File: src/rtl/rx_fir_pkg.sv
// Shared types and helpers for the decimating receive FIR sequencer.
package rx_fir_pkg;

  localparam int unsigned N_DEFAULT          = 97;
  localparam int unsigned DATA_WIDTH_DEFAULT = 16;
  localparam int unsigned DECIM_DEFAULT      = 6;
  localparam int unsigned RD_LAT_DEFAULT     = 1;

  typedef enum logic [2:0] {
    CLR,
    IDLE,
    WR,
    MAC,
    OUT
  } state_t;

  // MAC control strobes travelling through the read-latency delay line
  typedef struct packed {
    logic en;
    logic clr;
    logic last;
  } mac_strobe_t;

  // (a - b) mod n for a, b < n, without a divider
  function automatic int unsigned addr_mod_sub(input int unsigned a,
                                               input int unsigned b,
                                               input int unsigned n);
    return (a >= b) ? (a - b) : (a + n - b);
  endfunction

endpackage

File: src/rtl/rx_strobe_delay.sv
// RD_LAT-deep shift register aligning MAC strobes with RAM/ROM read data.
module rx_strobe_delay
  import rx_fir_pkg::*;
#(
  parameter int unsigned RD_LAT = RD_LAT_DEFAULT
) (
  input  logic        clk,
  input  logic        reset,
  input  mac_strobe_t d,
  output mac_strobe_t q
);

  if (RD_LAT == 0) begin : g_bypass
    assign q = d;
  end else begin : g_pipe
    for (genvar i = 0; i < RD_LAT; i++) begin : g_stage
      mac_strobe_t prev;
      mac_strobe_t q_r;

      if (i == 0) begin : g_first
        assign prev = d;
      end else begin : g_next
        assign prev = g_stage[i-1].q_r;
      end

      always_ff @(posedge clk) begin
        if (reset) begin
          q_r <= '0;
        end else begin
          q_r <= prev;
        end
      end
    end

    assign q = g_stage[RD_LAT-1].q_r;
  end

endmodule

File: src/rtl/rx_fir_sequencer.sv
// Control sequencer for a time-multiplexed decimating FIR: writes samples into a
// circular RAM and walks one shared MAC across all taps once per DECIM samples.
module rx_fir_sequencer
  import rx_fir_pkg::*;
#(
  parameter int unsigned N          = N_DEFAULT,
  parameter int unsigned DATA_WIDTH = DATA_WIDTH_DEFAULT,
  parameter int unsigned DECIM      = DECIM_DEFAULT,
  parameter int unsigned RD_LAT     = RD_LAT_DEFAULT,
  parameter int unsigned ADDR_WIDTH = $clog2(N)
) (
  input  logic                  clk,
  input  logic                  reset,
  input  logic                  in_valid,
  output logic                  in_ready,
  input  logic [DATA_WIDTH-1:0] in_data,
  output logic                  buf_we,
  output logic [ADDR_WIDTH-1:0] buf_waddr,
  output logic [DATA_WIDTH-1:0] buf_wdata,
  output logic [ADDR_WIDTH-1:0] buf_raddr,
  output logic [ADDR_WIDTH-1:0] coef_addr,
  output logic                  mac_en,
  output logic                  mac_clr,
  output logic                  mac_last,
  output logic                  out_valid,
  input  logic                  out_ready,
  output logic                  busy
);

  localparam int unsigned MAC_CYCLES = N + RD_LAT;
  localparam int unsigned CNT_WIDTH  = $clog2(MAC_CYCLES + 1);
  localparam int unsigned PH_WIDTH   = (DECIM > 1) ? $clog2(DECIM) : 1;

  state_t                  state, state_nx;
  logic [CNT_WIDTH-1:0]    cnt, cnt_nx;
  logic [ADDR_WIDTH-1:0]   wptr, wptr_nx;
  logic [ADDR_WIDTH-1:0]   newest, newest_nx;
  logic [ADDR_WIDTH-1:0]   k, k_nx;
  logic [PH_WIDTH-1:0]     phase, phase_nx;
  logic [DATA_WIDTH-1:0]   sample_q, sample_nx;
  mac_strobe_t             strobe_c;
  mac_strobe_t             strobe_d;

  // State and counter registers
  always_ff @(posedge clk) begin
    if (reset) begin
      state    <= CLR;
      cnt      <= '0;
      wptr     <= '0;
      newest   <= '0;
      k        <= '0;
      phase    <= '0;
      sample_q <= '0;
    end else begin
      state    <= state_nx;
      cnt      <= cnt_nx;
      wptr     <= wptr_nx;
      newest   <= newest_nx;
      k        <= k_nx;
      phase    <= phase_nx;
      sample_q <= sample_nx;
    end
  end

  // Next-state and counter update
  always_comb begin
    state_nx  = state;
    cnt_nx    = cnt;
    wptr_nx   = wptr;
    newest_nx = newest;
    k_nx      = k;
    phase_nx  = phase;
    sample_nx = sample_q;

    case (state)
      CLR: begin
        if (cnt == CNT_WIDTH'(N - 1)) begin
          cnt_nx   = '0;
          state_nx = IDLE;
        end else begin
          cnt_nx = cnt + CNT_WIDTH'(1);
        end
      end

      IDLE: begin
        if (in_valid) begin
          sample_nx = in_data;
          state_nx  = WR;
        end
      end

      WR: begin
        newest_nx = wptr;
        wptr_nx   = (wptr == ADDR_WIDTH'(N - 1)) ? '0 : wptr + ADDR_WIDTH'(1);
        if (phase == PH_WIDTH'(DECIM - 1)) begin
          phase_nx = '0;
          k_nx     = '0;
          cnt_nx   = '0;
          state_nx = MAC;
        end else begin
          phase_nx = phase + PH_WIDTH'(1);
          state_nx = IDLE;
        end
      end

      MAC: begin
        // k stops at the last tap while the delayed strobes drain
        if (k != ADDR_WIDTH'(N - 1)) begin
          k_nx = k + ADDR_WIDTH'(1);
        end
        if (cnt == CNT_WIDTH'(MAC_CYCLES - 1)) begin
          cnt_nx   = '0;
          state_nx = OUT;
        end else begin
          cnt_nx = cnt + CNT_WIDTH'(1);
        end
      end

      OUT: begin
        if (out_ready) begin
          state_nx = IDLE;
        end
      end

      default: state_nx = CLR;
    endcase
  end

  // Moore output decode from registered state and counters
  always_comb begin
    in_ready  = 1'b0;
    buf_we    = 1'b0;
    buf_waddr = '0;
    buf_wdata = '0;
    buf_raddr = '0;
    coef_addr = '0;
    out_valid = 1'b0;
    strobe_c  = '0;
    busy      = (state != IDLE);

    case (state)
      CLR: begin
        buf_we    = 1'b1;
        buf_waddr = ADDR_WIDTH'(cnt);
      end
      IDLE: in_ready = 1'b1;
      WR: begin
        buf_we    = 1'b1;
        buf_waddr = wptr;
        buf_wdata = sample_q;
      end
      MAC: begin
        buf_raddr     = ADDR_WIDTH'(addr_mod_sub(32'(newest), 32'(k), N));
        coef_addr     = k;
        strobe_c.en   = (cnt < CNT_WIDTH'(N));
        strobe_c.clr  = (cnt == '0);
        strobe_c.last = (cnt == CNT_WIDTH'(N - 1));
      end
      OUT: out_valid = 1'b1;
      default: ;
    endcase
  end

  rx_strobe_delay #(
    .RD_LAT(RD_LAT)
  ) u_strobe_delay (
    .clk  (clk),
    .reset(reset),
    .d    (strobe_c),
    .q    (strobe_d)
  );

  assign mac_en   = strobe_d.en;
  assign mac_clr  = strobe_d.clr;
  assign mac_last = strobe_d.last;

endmodule
File: config.mk
export PLATFORM = sky130hd
export DESIGN_NAME = rx_fir_sequencer
export DESIGN_NICKNAME = d
export VERILOG_FILES = /design/src/rtl/rx_fir_pkg.sv /design/src/rtl/rx_strobe_delay.sv /design/src/rtl/rx_fir_sequencer.sv
export SDC_FILE = /design/constraint.sdc
export NUM_CORES = 1
export LEC_CHECK = 0
export CAP_MARGIN = 20
export CELL_PAD_IN_SITES_DETAIL_PLACEMENT = 1
export CELL_PAD_IN_SITES_GLOBAL_PLACEMENT = 2
export CORE_AREA = 5 5 116 118
export DETAILED_ROUTE_END_ITERATION = 8
export DIE_AREA = 0 0 121 123
export PLACE_DENSITY = 0.77
export SLEW_MARGIN = 20
export SYNTH_ARGS = -nofsm -noshare
export SYNTH_HDL_FRONTEND = slang
export SYNTH_SLANG_ARGS = --single-unit
export TNS_END_PERCENT = 1
File: constraint.sdc
create_clock -name clk -period 2.6 [get_ports clk]
set_input_delay 0.52 -clock clk [delete_from_list [all_inputs] [get_ports clk]]
set_output_delay 0.52 -clock clk [all_outputs]
set_load 0.02 [all_outputs]
Word level (Yosys, flattened, before mapping)
Cells that the tools add are included.
- flip-flop bits (word level): 53
- latch bits: 0
- memory bits (writable): 0
- ROM bits: 0
- input bits: 20
- output and inout bits: 44
- logic and storage cells: 68
- memories kept: 0
- $add $sub $neg: 7
- multiply operators: 0
- div/mod/pow operators: 0
- order comparisons: 2
- equality and inequality tests: 16
- shifts and indexed selects: 0
- multiplexer cells: 22
- bitwise gates (word level): 1
- reductions and logical operators: 10
- operator list (kind ; count):
    two-way mux 7 bit ; 8
    case mux 7 bit (2 select lines) ; 2
    adder 7 x 1 -> 7 bit, second input constant ; 3
    == test 7 bit, second input constant ; 3
    case mux 7 bit (3 select lines) ; 1
    two-way mux 16 bit ; 1
    two-way mux 3 bit ; 5
    case mux 3 bit (5 select lines) ; 1
    subtractor 7 bit ; 2
    inequality test 2 bit, second input constant ; 6
    adder 7 bit, second input constant ; 1
    greater-or-equal comparator 7 bit ; 1
    logical NOT 7 bit ; 1
    < comparator 7 bit, second input constant ; 1
    inequality test 7 bit, second input constant ; 1
    == test 3 x 2 -> 1 bit, second input constant ; 2
    == test 3 bit, second input constant ; 2
    AND reduction 2 bit ; 2
    AND reduction 4 bit ; 1
    OR reduction 2 bit ; 2
    adder 3 x 1 -> 3 bit, second input constant ; 1
    == test 3 x 1 -> 1 bit, second input constant ; 1
    logical NOT 3 bit ; 1
    two-way mux 1 bit ; 3
    other kinds (6) ; 6

Logic depth before layout (Yosys ltp)
- depth after elaboration: 4
- mapped depth: 10
- depth with buffers taken out: 10

Hierarchy
A second synthesis with hierarchy kept.
- cell total of the unflattened synthesis: 420
- area total of the unflattened synthesis: 3218.1 um^2
- by module, submodules not included (module ; instances ; cells an instance ; area an instance (um^2) ; seq. area each (um^2)):
    rx_fir_sequencer ; 1 ; 414 ; 3139.3 ; 1001.0
    rx_strobe_delay ; 1 ; 6 ; 78.8 ; 60.1

Worst setup path after synthesis
Ideal clock, no wire load.
- path kind: register to output
- from: reg k[4]
- to: out buf_raddr[6]
- arrival: 2451 ps
- data required time: 2080 ps
- setup slack: -371 ps
- cell stages (with the launch flop): 10
- path buffers: 0
- cells stage by stage: dfxtp_1 -> inv_1 -> ha_1 -> fa_1 -> nand2b_1 -> o31ai_1 -> a211o_1 -> xor2_1 -> a2bb2oi_1 -> o31ai_1
- cells in the longest elaborated chain, start to end: 3
- elaborated cells on any way between the ends: 5
- those cells by class: add/sub (2); order compare (1); mux (2)
- ends and longest elaborated chain (element ; line ; source):
    start: declaration ; rx_fir_sequencer.sv:38 ; logic [ADDR_WIDTH-1:0] k, k_nx;
    start signal: assignment ; rx_fir_sequencer.sv:59 ; k <= k_nx;
    subtractor 7 bit / greater-or-equal comparator 7 bit (equally long branches) ; rx_fir_pkg.sv:28 ; return (a >= b) ? (a - b) : (a + n - b);
    two-way mux 7 bit * ; rx_fir_pkg.sv:28 ;
    two-way mux 7 bit * ; rx_fir_sequencer.sv:141 ; case (state)
    end: declaration ; rx_fir_sequencer.sv:20 ; output logic [ADDR_WIDTH-1:0] buf_raddr,
Every way passes the cells marked *; elsewhere a longest branch is shown, timed or not.

Final worst setup path
Ends and elaborated chain as after synthesis.

==> impl_metrics.tcl <==
set metrics [dict create \
    grt_max_degree 25 \
    cts_root_buffer "clkbuf_16" \
    startpoint_type "register" \
    routabilityCongestion 0.789 \
    final_common_cell "nand2_1" \
    clockBufferDepth 2 \
    cp_data_arrival_time_ns 2.49 \
    antenna_cells 0 \
    fin_worst_skew_ns 0.0112 \
    violations "setup timing" \
    hold_viol 0 \
    path_depth 10 \
    timing.fmax_mhz 332 \
    areaGrowthSynthToFinish_pct 46.5 \
    globalRoute.busiestLayer "met2" \
    synth_area_leaders "dfxtp_1, ha_1, nand2_1, nor2_1, a21oi_1" \
    drt_iter0_drc 69 \
    path_buf_inv 2 \
    worst-slew-pin-transition_ns 0.676 \
    required_ns 2.08 \
    slowest_stage "fa_2" \
    yosysTopAreaCell "dfxtp_1" \
    end_kind "primary output" \
    drc 0 \
    fin_nets 568 \
    hold_path.class "register to register" \
    core_um2 12400 \
    die_h_um 123 \
    portBuffers 63 \
    p_per_area_nw_per_um2 361 \
    peakVddDrop_uv 234 \
    ys_seq_elements 53 \
    ios 64 \
    clock_latency_ns 0.30 \
    p_leak_nw 1.94 \
    vias_per_cell 4.50 \
    rsz0062_at_grt "true" \
    grt_pass1_vias 3282 \
    relSlewSlack_pct 54.8 \
    async_reset_ff_share_pct 0 \
    synth_cell_types 47 \
    dpl.hpwl_um 7950 \
    cts_sinks 53 \
    path_class "register to primary output" \
    min_period_ns 3.01 \
    post-route-period-util_pct 116 \
    hold_depth 2 \
    seq_area_frac_synth_pct 33.0 \
    die_w_um 121 \
    overflow 0 \
    numCtsBuffers 5 \
    syn_avg_cell_area_um2 7.72 \
    final_area_um2 4720 \
    grt_pass1_wl_um 16400 \
    dieArea_um2 14900 \
    reg2reg_depth 9 \
    ys.flop_type "dfxtp_1" \
    setup_viol 5 \
    dr.pass1.iters 4 \
    vias 3130 \
    cts_max_level 2 \
    synth_edf_count 0 \
    drt-total-wl_um 10100 \
    place_area_um2 4410 \
    antenna_found_initial 0 \
    cap_violations 0 \
    worst_path_dominant_cell_family "adder cells" \
    cts.reportedPaths.clkPinSlew_ns 0.08 \
    grt_util_met3_pct 2.24 \
    start_util_pct 26.0 \
    place_ws_ns -0.659 \
    status "complete, but fails checks" \
    yosysWarningCount 0 \
    ant_nets 0 \
    synth.top_cell.area_share_pct 33.0 \
    postSynthCellCount 417 \
    critPathMaxFanout 4 \
    final_cell_mix "nand2_1, nor2_1, buf_4" \
    slew_violations 0 \
    placementRows 41 \
    grtUsageMet2_pct 24.5 \
    met1_usage_pct 17.2 \
    drive_gt1_share_pct 20.4 \
    cts_tree "built" \
    synthesis.nets 462 \
    critPathMaxStageDelay_ns 0.56 \
    grtUsageTotal_pct 13.6 \
    synth_area_um2 3220 \
    setup_slack_ns -0.409 \
    crit_chain "inv_2, ha_4, fa_2, nand2b_1, o31ai_1, a211o_1, xor2_2, a2bb2oi_2, o31ai_4, buf_6" \
    routedWlPerCell_um 14.6 \
]
per-stage QoR:
stage | hold slack (ns) | util (%) | total power, mW | setup TNS, ns | instances
after detailed placement | 0.446 | 35.7 | 0.926 | -3.19 | 685
after global placement | 0.438 | 35.7 | 0.925 | -2.87 | 685
after CTS | 0.457 | 37.2 | 1.73 | -1.82 | 695
after global routing | 0.475 | 38.2 | 1.77 | -2.02 | 696
final | 0.454 | 38.2 | 1.70 | -1.11 | 696
after floorplan | 0.432 | - | 0.875 | -0.204 | 417
timing repair:
item                       CTS  global route
setup endpoints to repair    7            19
pin swaps                    5            13
hold buffers                 0             0
resized for setup           40            31
hold endpoints to repair     0             0
buffers inserted             2             1
state kept, by name (all words and copies together) (netlist names):
name	flops
newest	7
sample_q	16
u_strobe_delay.q	3
state	3
wptr	7
phase	3
k	7
cnt	7
synthesized netlist by cell type, types with 3 or more instances:
cell and instances:
nor2_1 57, nor3_1 9, nor2b_1 3, a211oi_1 3
fa_1 3, mux2i_1 9, xnor2_1 15, buf_2 4
buf_4 3, nand2_1 71, nand4_1 6, ha_1 22
o21ai_0 7, a21oi_1 39, dfxtp_1 53, and4_1 3
and3_1 3, clkbuf_1 11, a31oi_1 4, and2_1 16
inv_1 24, nand2b_1 3, xor2_1 10, nand3_1 6
worst register-to-register path: stages (launching register included):
cell and delay, ns:
dfxtp_1 0.37, buf_4 0.15, inv_1 0.06, buf_4 0.15, ha_1 0.20, a31oi_1 0.25
or2_1 0.29, nand4_1 0.16, xnor2_1 0.16, nor2_1 0.05
per-layer routing:
layer	share of wire, %	up-vias
met5	0	-
met4	0.81	0
met3	2.9	6
met2	51	50
met1	45	1489
li1	-	1585
path summary, 6_finish.rpt:
kind | endpoint | slack (ns) | from
worst max-delay path | buf_raddr[6] | -0.41 | k[4]$_SDFFE_PP0P_
worst min-delay path | sample_q[14]$_SDFFE_PP0P_ | 0.45 | sample_q[14]$_SDFFE_PP0P_
worst max register to register | k[6]$_SDFFE_PP0P_ | 0.65 | k[1]$_SDFFE_PP0P_
worst min register to register | sample_q[14]$_SDFFE_PP0P_ | 0.45 | sample_q[14]$_SDFFE_PP0P_
report_power, final:
part / switching (mW) / leakage (nW) / internal [mW]
sequential: 0.00600 / 0.430 / 0.815
combinational: 0.0400 / 1.43 / 0.0454
clock: 0.313 / 0.0831 / 0.481
final cells by class:
cell class	instances	area [µm²]
Clock buffer	6	139
Clock inverter	2	37.5
Fill cell	1488	7650
Inverter	24	90.1
Multi-Input combinational cell	321	2120
Sequential cell	53	1070
Tap cell	172	215
Timing Repair Buffer	118	1040
logic make-up after synthesis:
logic type	synth area share (%)
compound gates	13.2
xor+xnor	6.80
fa+ha+maj	10.4
buf+inv	5.75
flops	33.0
mux	2.80
simple gates	28.1
Power figures use the tool's default switching activity.
